--- src/rtl/mac_job_sched.sv ---
// Round-robin job scheduler sharing one MAC engine among N_CORES cores.
// Optional watchdog on the RUN phase: define MAC_JOB_SCHED_WATCHDOG_EN.
module mac_job_sched #(
    parameter int N_CORES   = 2,
    parameter int N_CONTEXT = 2,
    parameter int CNT_W     = 16
) (
    input  logic                               clk_i,
    input  logic                               rst_i,
    input  logic                               clear_i,
    input  logic [N_CORES-1:0]                 req_i,
    input  logic [N_CORES-1:0][31:0]           req_nb_iter_i,
    input  logic [N_CORES-1:0][CNT_W-1:0]      req_len_i,
    input  logic [N_CORES-1:0][31:0]           req_mu_i,
    output logic [N_CORES-1:0]                 gnt_o,
    output logic                               start_o,
    output logic [31:0]                        job_nb_iter_o,
    output logic [CNT_W-1:0]                   job_len_o,
    output logic [31:0]                        job_mu_o,
    input  logic                               done_i,
    output logic                               busy_o,
    output logic [N_CORES-1:0]                 evt_o,
`ifdef MAC_JOB_SCHED_WATCHDOG_EN
    input  logic [CNT_W-1:0]                   wd_limit_i,
    output logic [N_CORES-1:0]                 timeout_o,
`endif
    output logic [$clog2(N_CONTEXT+1)-1:0]     fifo_cnt_o
);

    localparam int ID_W   = (N_CORES > 1) ? $clog2(N_CORES) : 1;
    localparam int PTR_W  = (N_CONTEXT > 1) ? $clog2(N_CONTEXT) : 1;
    localparam int CNT_FW = $clog2(N_CONTEXT + 1);

    typedef struct packed {
        logic [ID_W-1:0]  id;
        logic [31:0]      nb_iter;
        logic [CNT_W-1:0] len;
        logic [31:0]      mu;
    } job_t;

    typedef enum logic [1:0] {IDLE, DISPATCH, RUN, DONE} state_t;

    state_t           state_q;
    job_t             mem_q [N_CONTEXT];
    job_t             head;
    job_t             wr_job;
    logic [PTR_W-1:0] wr_ptr_q;
    logic [PTR_W-1:0] rd_ptr_q;
    logic [CNT_FW-1:0] cnt_q;
    logic [ID_W-1:0]  rr_q;
    logic [ID_W-1:0]  owner_q;
    logic [ID_W-1:0]  gnt_id;
    logic             gnt_vld;
    logic             full;
    logic             push;
    logic             pop;
    logic             clr;
`ifdef MAC_JOB_SCHED_WATCHDOG_EN
    logic [CNT_W-1:0] wd_cnt_q;
`endif

    function automatic logic [PTR_W-1:0] ptr_inc(input logic [PTR_W-1:0] p);
        return (p == PTR_W'(N_CONTEXT - 1)) ? '0 : p + 1'b1;
    endfunction

    // Two passes give "first requester at or after rr_q, wrapping".
    always_comb begin
        gnt_vld = 1'b0;
        gnt_id  = '0;
        for (int i = 0; i < N_CORES; i++) begin
            if (!gnt_vld && req_i[i] && (ID_W'(i) >= rr_q)) begin
                gnt_vld = 1'b1;
                gnt_id  = ID_W'(i);
            end
        end
        for (int i = 0; i < N_CORES; i++) begin
            if (!gnt_vld && req_i[i]) begin
                gnt_vld = 1'b1;
                gnt_id  = ID_W'(i);
            end
        end
    end

    assign clr    = rst_i | clear_i;
    assign full   = (cnt_q == CNT_FW'(N_CONTEXT));
    assign push   = gnt_vld & ~full & ~clr;
    assign pop    = ((state_q == IDLE) | (state_q == DONE)) & (cnt_q != '0);
    assign head   = mem_q[rd_ptr_q];
    assign wr_job = '{gnt_id, req_nb_iter_i[gnt_id],
                      req_len_i[gnt_id], req_mu_i[gnt_id]};

    assign gnt_o      = push ? (N_CORES'(1) << gnt_id) : '0;
    assign fifo_cnt_o = cnt_q;
    assign busy_o     = (state_q != IDLE) | (cnt_q != '0);

    always_ff @(posedge clk_i) begin
        if (push) begin
            mem_q[wr_ptr_q] <= wr_job;
        end
    end

    always_ff @(posedge clk_i) begin
        if (clr) begin
            state_q       <= IDLE;
            wr_ptr_q      <= '0;
            rd_ptr_q      <= '0;
            cnt_q         <= '0;
            rr_q          <= '0;
            owner_q       <= '0;
            start_o       <= 1'b0;
            evt_o         <= '0;
            job_nb_iter_o <= '0;
            job_len_o     <= '0;
            job_mu_o      <= '0;
`ifdef MAC_JOB_SCHED_WATCHDOG_EN
            wd_cnt_q      <= '0;
            timeout_o     <= '0;
`endif
        end else begin
            if (push) begin
                wr_ptr_q <= ptr_inc(wr_ptr_q);
                rr_q     <= (gnt_id == ID_W'(N_CORES - 1)) ? '0 : gnt_id + 1'b1;
            end
            if (pop) begin
                rd_ptr_q <= ptr_inc(rd_ptr_q);
            end
            if (push && !pop) begin
                cnt_q <= cnt_q + 1'b1;
            end else if (pop && !push) begin
                cnt_q <= cnt_q - 1'b1;
            end
            start_o <= 1'b0;
            evt_o   <= '0;
`ifdef MAC_JOB_SCHED_WATCHDOG_EN
            timeout_o <= '0;
`endif
            unique case (state_q)
                IDLE, DONE: begin
                    if (pop) begin
                        state_q       <= DISPATCH;
                        start_o       <= 1'b1;
                        owner_q       <= head.id;
                        job_nb_iter_o <= head.nb_iter;
                        job_len_o     <= head.len;
                        job_mu_o      <= head.mu;
`ifdef MAC_JOB_SCHED_WATCHDOG_EN
                        wd_cnt_q      <= '0;
`endif
                    end else begin
                        state_q <= IDLE;
                    end
                end
                DISPATCH: state_q <= RUN;
                RUN: begin
                    if (done_i) begin
                        state_q <= DONE;
                        evt_o   <= N_CORES'(1) << owner_q;
                    end
`ifdef MAC_JOB_SCHED_WATCHDOG_EN
                    // A done_i on the limit cycle wins over the timeout.
                    else if ((wd_limit_i != '0) &&
                             (wd_cnt_q + 1'b1 == wd_limit_i)) begin
                        state_q   <= DONE;
                        evt_o     <= N_CORES'(1) << owner_q;
                        timeout_o <= N_CORES'(1) << owner_q;
                    end else begin
                        wd_cnt_q <= wd_cnt_q + 1'b1;
                    end
`endif
                end
                default: state_q <= IDLE;
            endcase
        end
    end

endmodule

--- config.mk ---
export PLATFORM = sky130hd
export DESIGN_NAME = mac_job_sched
export DESIGN_NICKNAME = d
export VERILOG_FILES = /design/src/rtl/mac_job_sched.sv
export SDC_FILE = /design/constraint.sdc
export NUM_CORES = 1
export LEC_CHECK = 0
export BUFFER_PORTS_ARGS = -buffer_cell sky130_fd_sc_hd__buf_2
export CORE_ASPECT_RATIO = 1.4
export CORE_MARGIN = 5
export CORE_UTILIZATION = 44
export CTS_BUF_LIST = sky130_fd_sc_hd__clkbuf_4
export DETAILED_ROUTE_END_ITERATION = 10
export PLACE_DENSITY = 0.76
export SLEW_MARGIN = 0
export SYNTH_ARGS = -nofsm -noshare
export SYNTH_HDL_FRONTEND = slang
export SYNTH_SLANG_ARGS = --single-unit
--- constraint.sdc ---
create_clock -name clk_i -period 5.8 [get_ports clk_i]
set_input_delay 1.16 -clock clk_i [delete_from_list [all_inputs] [get_ports clk_i]]
set_output_delay 1.16 -clock clk_i [all_outputs]
set_load 0.005 [all_outputs]
* After elaboration in Yosys (flattened, before gate mapping) *
Memories as Yosys holds them, arrays and structs flattened. A register that Yosys moved wholly into a read port is not among the register bits.
Index checks and enable logic that the tools add are counted.
Widths: inputs -> output; s select.

storage, ports and cells
  bits in registers = 10
  bits in latches = 0
  RAM bits = 162
  memory bits (read-only) = 0
  word-level logic and storage cells = 79
  memories = 1

cells by class
  add/subtract/negate cells = 5
  $mul = 0
  div/mod/pow operators = 0
  order comparisons = 3
  equality and inequality tests = 5
  shifts and indexed selects = 2
  muxes and demuxes = 25
  bitwise logic cells = 11
  reductions and logical operators = 20

memory list
  name   depth  width  rd ports  clocked after memory_dff  wr ports  RTL line  text
  mem_q  2      81     1         1                         1         44        job_t mem_q [N_CONTEXT];

operator list
  kind                 number
  $mux 32              4
  $mux 16              2
  $mux 1               14
  $mux 2               4
  $logic_and 1x1->1    7
  $eq 2x2->1 const B   3
  $pmux 2 s3           1
  $reduce_bool 2->1    3
  $logic_not 1->1      5
  $not 1->1            5
  $reduce_or 2->1      2
  $shl 1x1->2 const A  2
  $add 1x1->1 const B  3
  $and 1x1->1          3
  $or 1x1->1           3
  $reduce_or 3->1      1
  $add 2x1->2 const B  1
  $eq 2x1->1 const B   1
  $ge 1x1->1 const A   2
  $logic_not 2->1      1
  $lt 1x2->1 const B   1
  $ne 2x2->1 const B   1
  $reduce_and 2->1     1
  $sub 2x1->2 const B  1

* Longest topological paths before layout *
  depth after elaboration = 19
  gate-level depth with buffers = 10

* Worst setup path before layout *
OpenSTA, ideal clock, no wires.

  path kind = input -> register
  start point = input clear_i
  end point = memory mem_q[0][0] (netlist bit) (enable)
  data arrival time = 4181 ps
  setup slack = 1141 ps
  stages = 3
  cell sequence = or2_1 > buf_6 > nor4_4

between the ends
  longest elaborated chain between the ends = 5

ends and longest elaborated chain
  what                          RTL line  text
  from (decl)                   10        input logic clear_i,
  $or 1x1->1                    84        assign clr = rst_i | clear_i;
  $not 1->1                     86        assign push = gnt_vld & ~full & ~clr;
  $and 1x1->1                   86
  $mux 1                        97        if (push) begin
  $mux 1 (implied by the code)  98        mem_q[wr_ptr_q] <= wr_job;
  to (decl)                     44

No other way between the ends.

* Worst setup path after layout *
  start point = input clear_i
  end point = output gnt_o[0]

between the ends
  longest elaborated chain between the ends = 4

ends and longest elaborated chain
  what            RTL line  text
  $or 1x1->1      84
  $not 1->1       86
  $and 1x1->1     86
  named net push  55        logic push;
  $mux 2          92        assign gnt_o = push ? (N_CORES'(1) << gnt_id) : '0;
  to (decl)       15        output logic [N_CORES-1:0] gnt_o,

The timed path passes the listed nets, and every way through them passes these cells.

==> summary.md <==
| Metric | Value |
|---|---|
| Initial core utilization | `0.445` |
| DR DRC count | `0` |
| Final period util | `0.614` |
| Num CTS Buffers | `60` |
| Worst min path class | `reg2reg` |
| Ys Warns | `0` |
| CTS resizes | `0` |
| R2R depth | `6` |
| Setup CP Type | `in2out` |
| Clk sinks | `roughly 250` |
| Crit. End Element | `primary output` |
| Initial antenna violation count | `1` |
| Drt wl/cell | `about 17 um` |
| First-pass GRT wire length | `approximately 35 mm` |
| CTS hold repair buffers | `0` |
| Synth top area share | `0.473` |
| Reg-to-reg startpoint | `state_q[0]` |
| Number of global-route vias before repair | `just under 7000` |
| Min Tclk post-route | `3560 ps` |
| Setup Buffers After CTS | `0` |
| Clock share of power | `0.363` |
| Maximum number of pins on one net before global-route repair | `73` |
| Fmax | `~280 MHz` |
| Cell with the most instances after synthesis | `edfxtp_1` |
| GRT Residual Overflow | `0` |
| Placed cell count | `between 1000 and 1500` |
| FF-to-FF End | `job_len_o[4]` |
| Final WS setup | `2240 ps` |
| Pwr dens | `320 nW/um^2` |
| Post-Syn Area | `around 10000 um^2` |
| R2R setup slack | `approximately 3300 ps` |
| # Max-Cap Violations | `0` |
| Net Sw Power | `1.00 mW` |
| H-tree depth | `2` |
| Startpoint type of the worst setup path | `input pin` |
| Cells taking the most area after synthesis | `edfxtp_1 (47%), dfxtp_1 (18%), a211oi_2 (9.4%), mux2_2 (8.8%), mux2i_1 (8.0%)` |
| Port Buf Inserts | `about 250` |
| Asr flop ratio synth | `0` |
| Tot Pwr | `4.02 mW` |
| Non-filler instance count after layout | `roughly 1300` |
| Status | `finished, final reports clean` |
| Unique masters post-synth | `32` |
| Most frequent cells after synthesis | `edfxtp_1 (162), dfxtp_1 (91), nor2_1 (88)` |
| # setup viols final | `0` |
| Total track usage | `0.164` |
| Max FO, Critical Path | `43` |
| DR vias | `6336` |
| CTS tree | `done` |
| WP data arrival | `between 2000 and 2500 ps` |
| Place WS | `2150 ps` |
| Seq pwr share | `0.511` |
| Leakage | `approximately 4.7 nW` |
| Clock skew | `between 30 and 40 ps` |
| Share of cells above drive strength 1 | `0.531` |
| CP required | `about 4600 ps` |
| Seq/Total Area, Yosys | `0.650` |
| Top FF cell, synth | `edfxtp_1` |
| Synth-to-Final Area Change | `22.0%` |
| Fill count | `roughly 2000` |
| Clk Latency, worst-skew pair | `around 660 ps` |
| Die Footprint | `between 20000 and 30000 um^2` |
| Clock Tree Buf Depth | `3` |
| Core Area | `23100 um^2` |
| Crit path to | `gnt_o[0]` |
| Combinational Power Share | `0.126` |
| Synth Area per Inst | `approximately 15 um^2` |
| Die W | `139 um` |
| Mapped Cells | `roughly 670` |
| Multi-input logic area | `roughly 3300 um^2` |
| NumNets Final | `1114` |
| Net Sw Frac | `0.249` |
| Drt pass-1 iters | `5` |
| RSZ-0062 raised after global routing | `false` |
| Setup TNS | `0 ps` |
| CP Launch Point | `clear_i` |
| Final ANT Viol Nets | `0` |
| P_int | `a little over 3 mW` |
| CTS root buffer | `clkbuf_4` |
| GPL Wtd Cong | `around 0.73` |
| Clock slew at reported path FFs | `around 60 ps` |
| Fin. Hold Viols | `0` |
| Final Slew Violations | `0` |
| Post-synth EDFFs | `162` |
| Routed vias/inst | `about 5` |
| Peak VDD IR | `about 0.19 mV` |
| Register area | `approximately 6700 um^2` |
| Detailed placer's ending HPWL | `roughly 14 mm` |
| Flops & latches, synth | `roughly 250` |
| Drt first-iter violations | `about 270` |
| Hold Crit Start | `owner_q` |
| Synth area leader | `edfxtp_1` |
| Final wirelength | `about 22 mm` |
| Die H | `191 um` |
| # IOs | `between 200 and 300` |
| Slew @ Worst Pin | `slightly above 900 ps` |
| Mapped Nets | `835` |
| Site Rows | `66` |
| Slew HR | `0.386` |
-- worst max-delay path, cell delays in order --
cell and delay (ps):
buf_2 100, or2_4 490, nor3_4 370, and2_1 170, buf_2 100
-- registers in the layout (all words and copies together) (netlist names) --
register,cells
evt_o,2
fifo_cnt_o,2
job_len_o,16
job_mu_o,32
job_nb_iter_o,32
mem_q,162
owner_q,1
rd_ptr_q,1
rr_q,1
start_o,1
state_q,2
wr_ptr_q,1
-- placed cells by master (no fill, tap or decap), types with 10 or more instances in the layout --
| master | count |
|---|---|
| a211oi_2 | 77 |
| dfxtp_1 | 90 |
| buf_4 | 10 |
| edfxtp_1 | 162 |
| nor2_1 | 88 |
| mux2_2 | 80 |
| clkbuf_4 | 96 |
| clkinv_1 | 12 |
| buf_2 | 253 |
| mux2i_1 | 82 |
-- area by class of cell --
class	instances	area share
timing repair buffer	263	0.107
clock buffer	96	0.0574
sequential	253	0.533
multi-input combinational	360	0.263
antenna	1	0.000199
clock inverter	17	0.00757
inverter	7	0.00209
tap	306	0.0305
-- metrics by stage --
step	cell area (um^2)	hold WS [ps]	util
5_1_grt	12600	512	0.543
2_1_floorplan	10300	421	-
3_3_place_gp	11700	437	0.508
3_5_place_dp	11700	444	0.508
4_1_cts	12600	449	0.543
6_report	12600	449	0.543
-- per-layer routing --
metal  vias to the layer above  global-route usage  routed length (um)
li1                       3092                   -                   -
met1                      3013               0.187                8650
met2                       197               0.296               12000
met3                        34              0.0403                1190
met4                         0              0.0648                 523
met5                         -                   0                   0
-- power by group through the flow --
stage,sequential (mW),combinational [mW],clock [mW]
finish,2.05,0.506,1.46
global route,2.06,0.558,1.62
CTS,2.05,0.515,1.51
detailed placement,2.09,0.511,0
global placement,2.09,0.499,0
floorplan,2.08,0.364,0
-- worst min-delay path by stage --
stage	end	slack [ps]	cells after the start
6_report	evt_o[0]	450	1
5_1_grt	evt_o[0]	510	1
4_1_cts	evt_o[0]	450	1
3_5_place_dp	evt_o[0]	440	1
3_3_place_gp	evt_o[0]	440	1
2_1_floorplan	evt_o[0]	420	1
-- cell families after synthesis --
group | count (synthesis) | synth area share
adders and majority gates | 3 | 0.00365
xor gates and xnor gates | 3 | 0.00255
AOI/OAI and AO/OA | 90 | 0.102
DFF | 253 | 0.650
and+or+nand+nor | 102 | 0.0423
buffers and inverters | 53 | 0.0321
muxes | 162 | 0.167
Power figures use the tool's default switching activity.
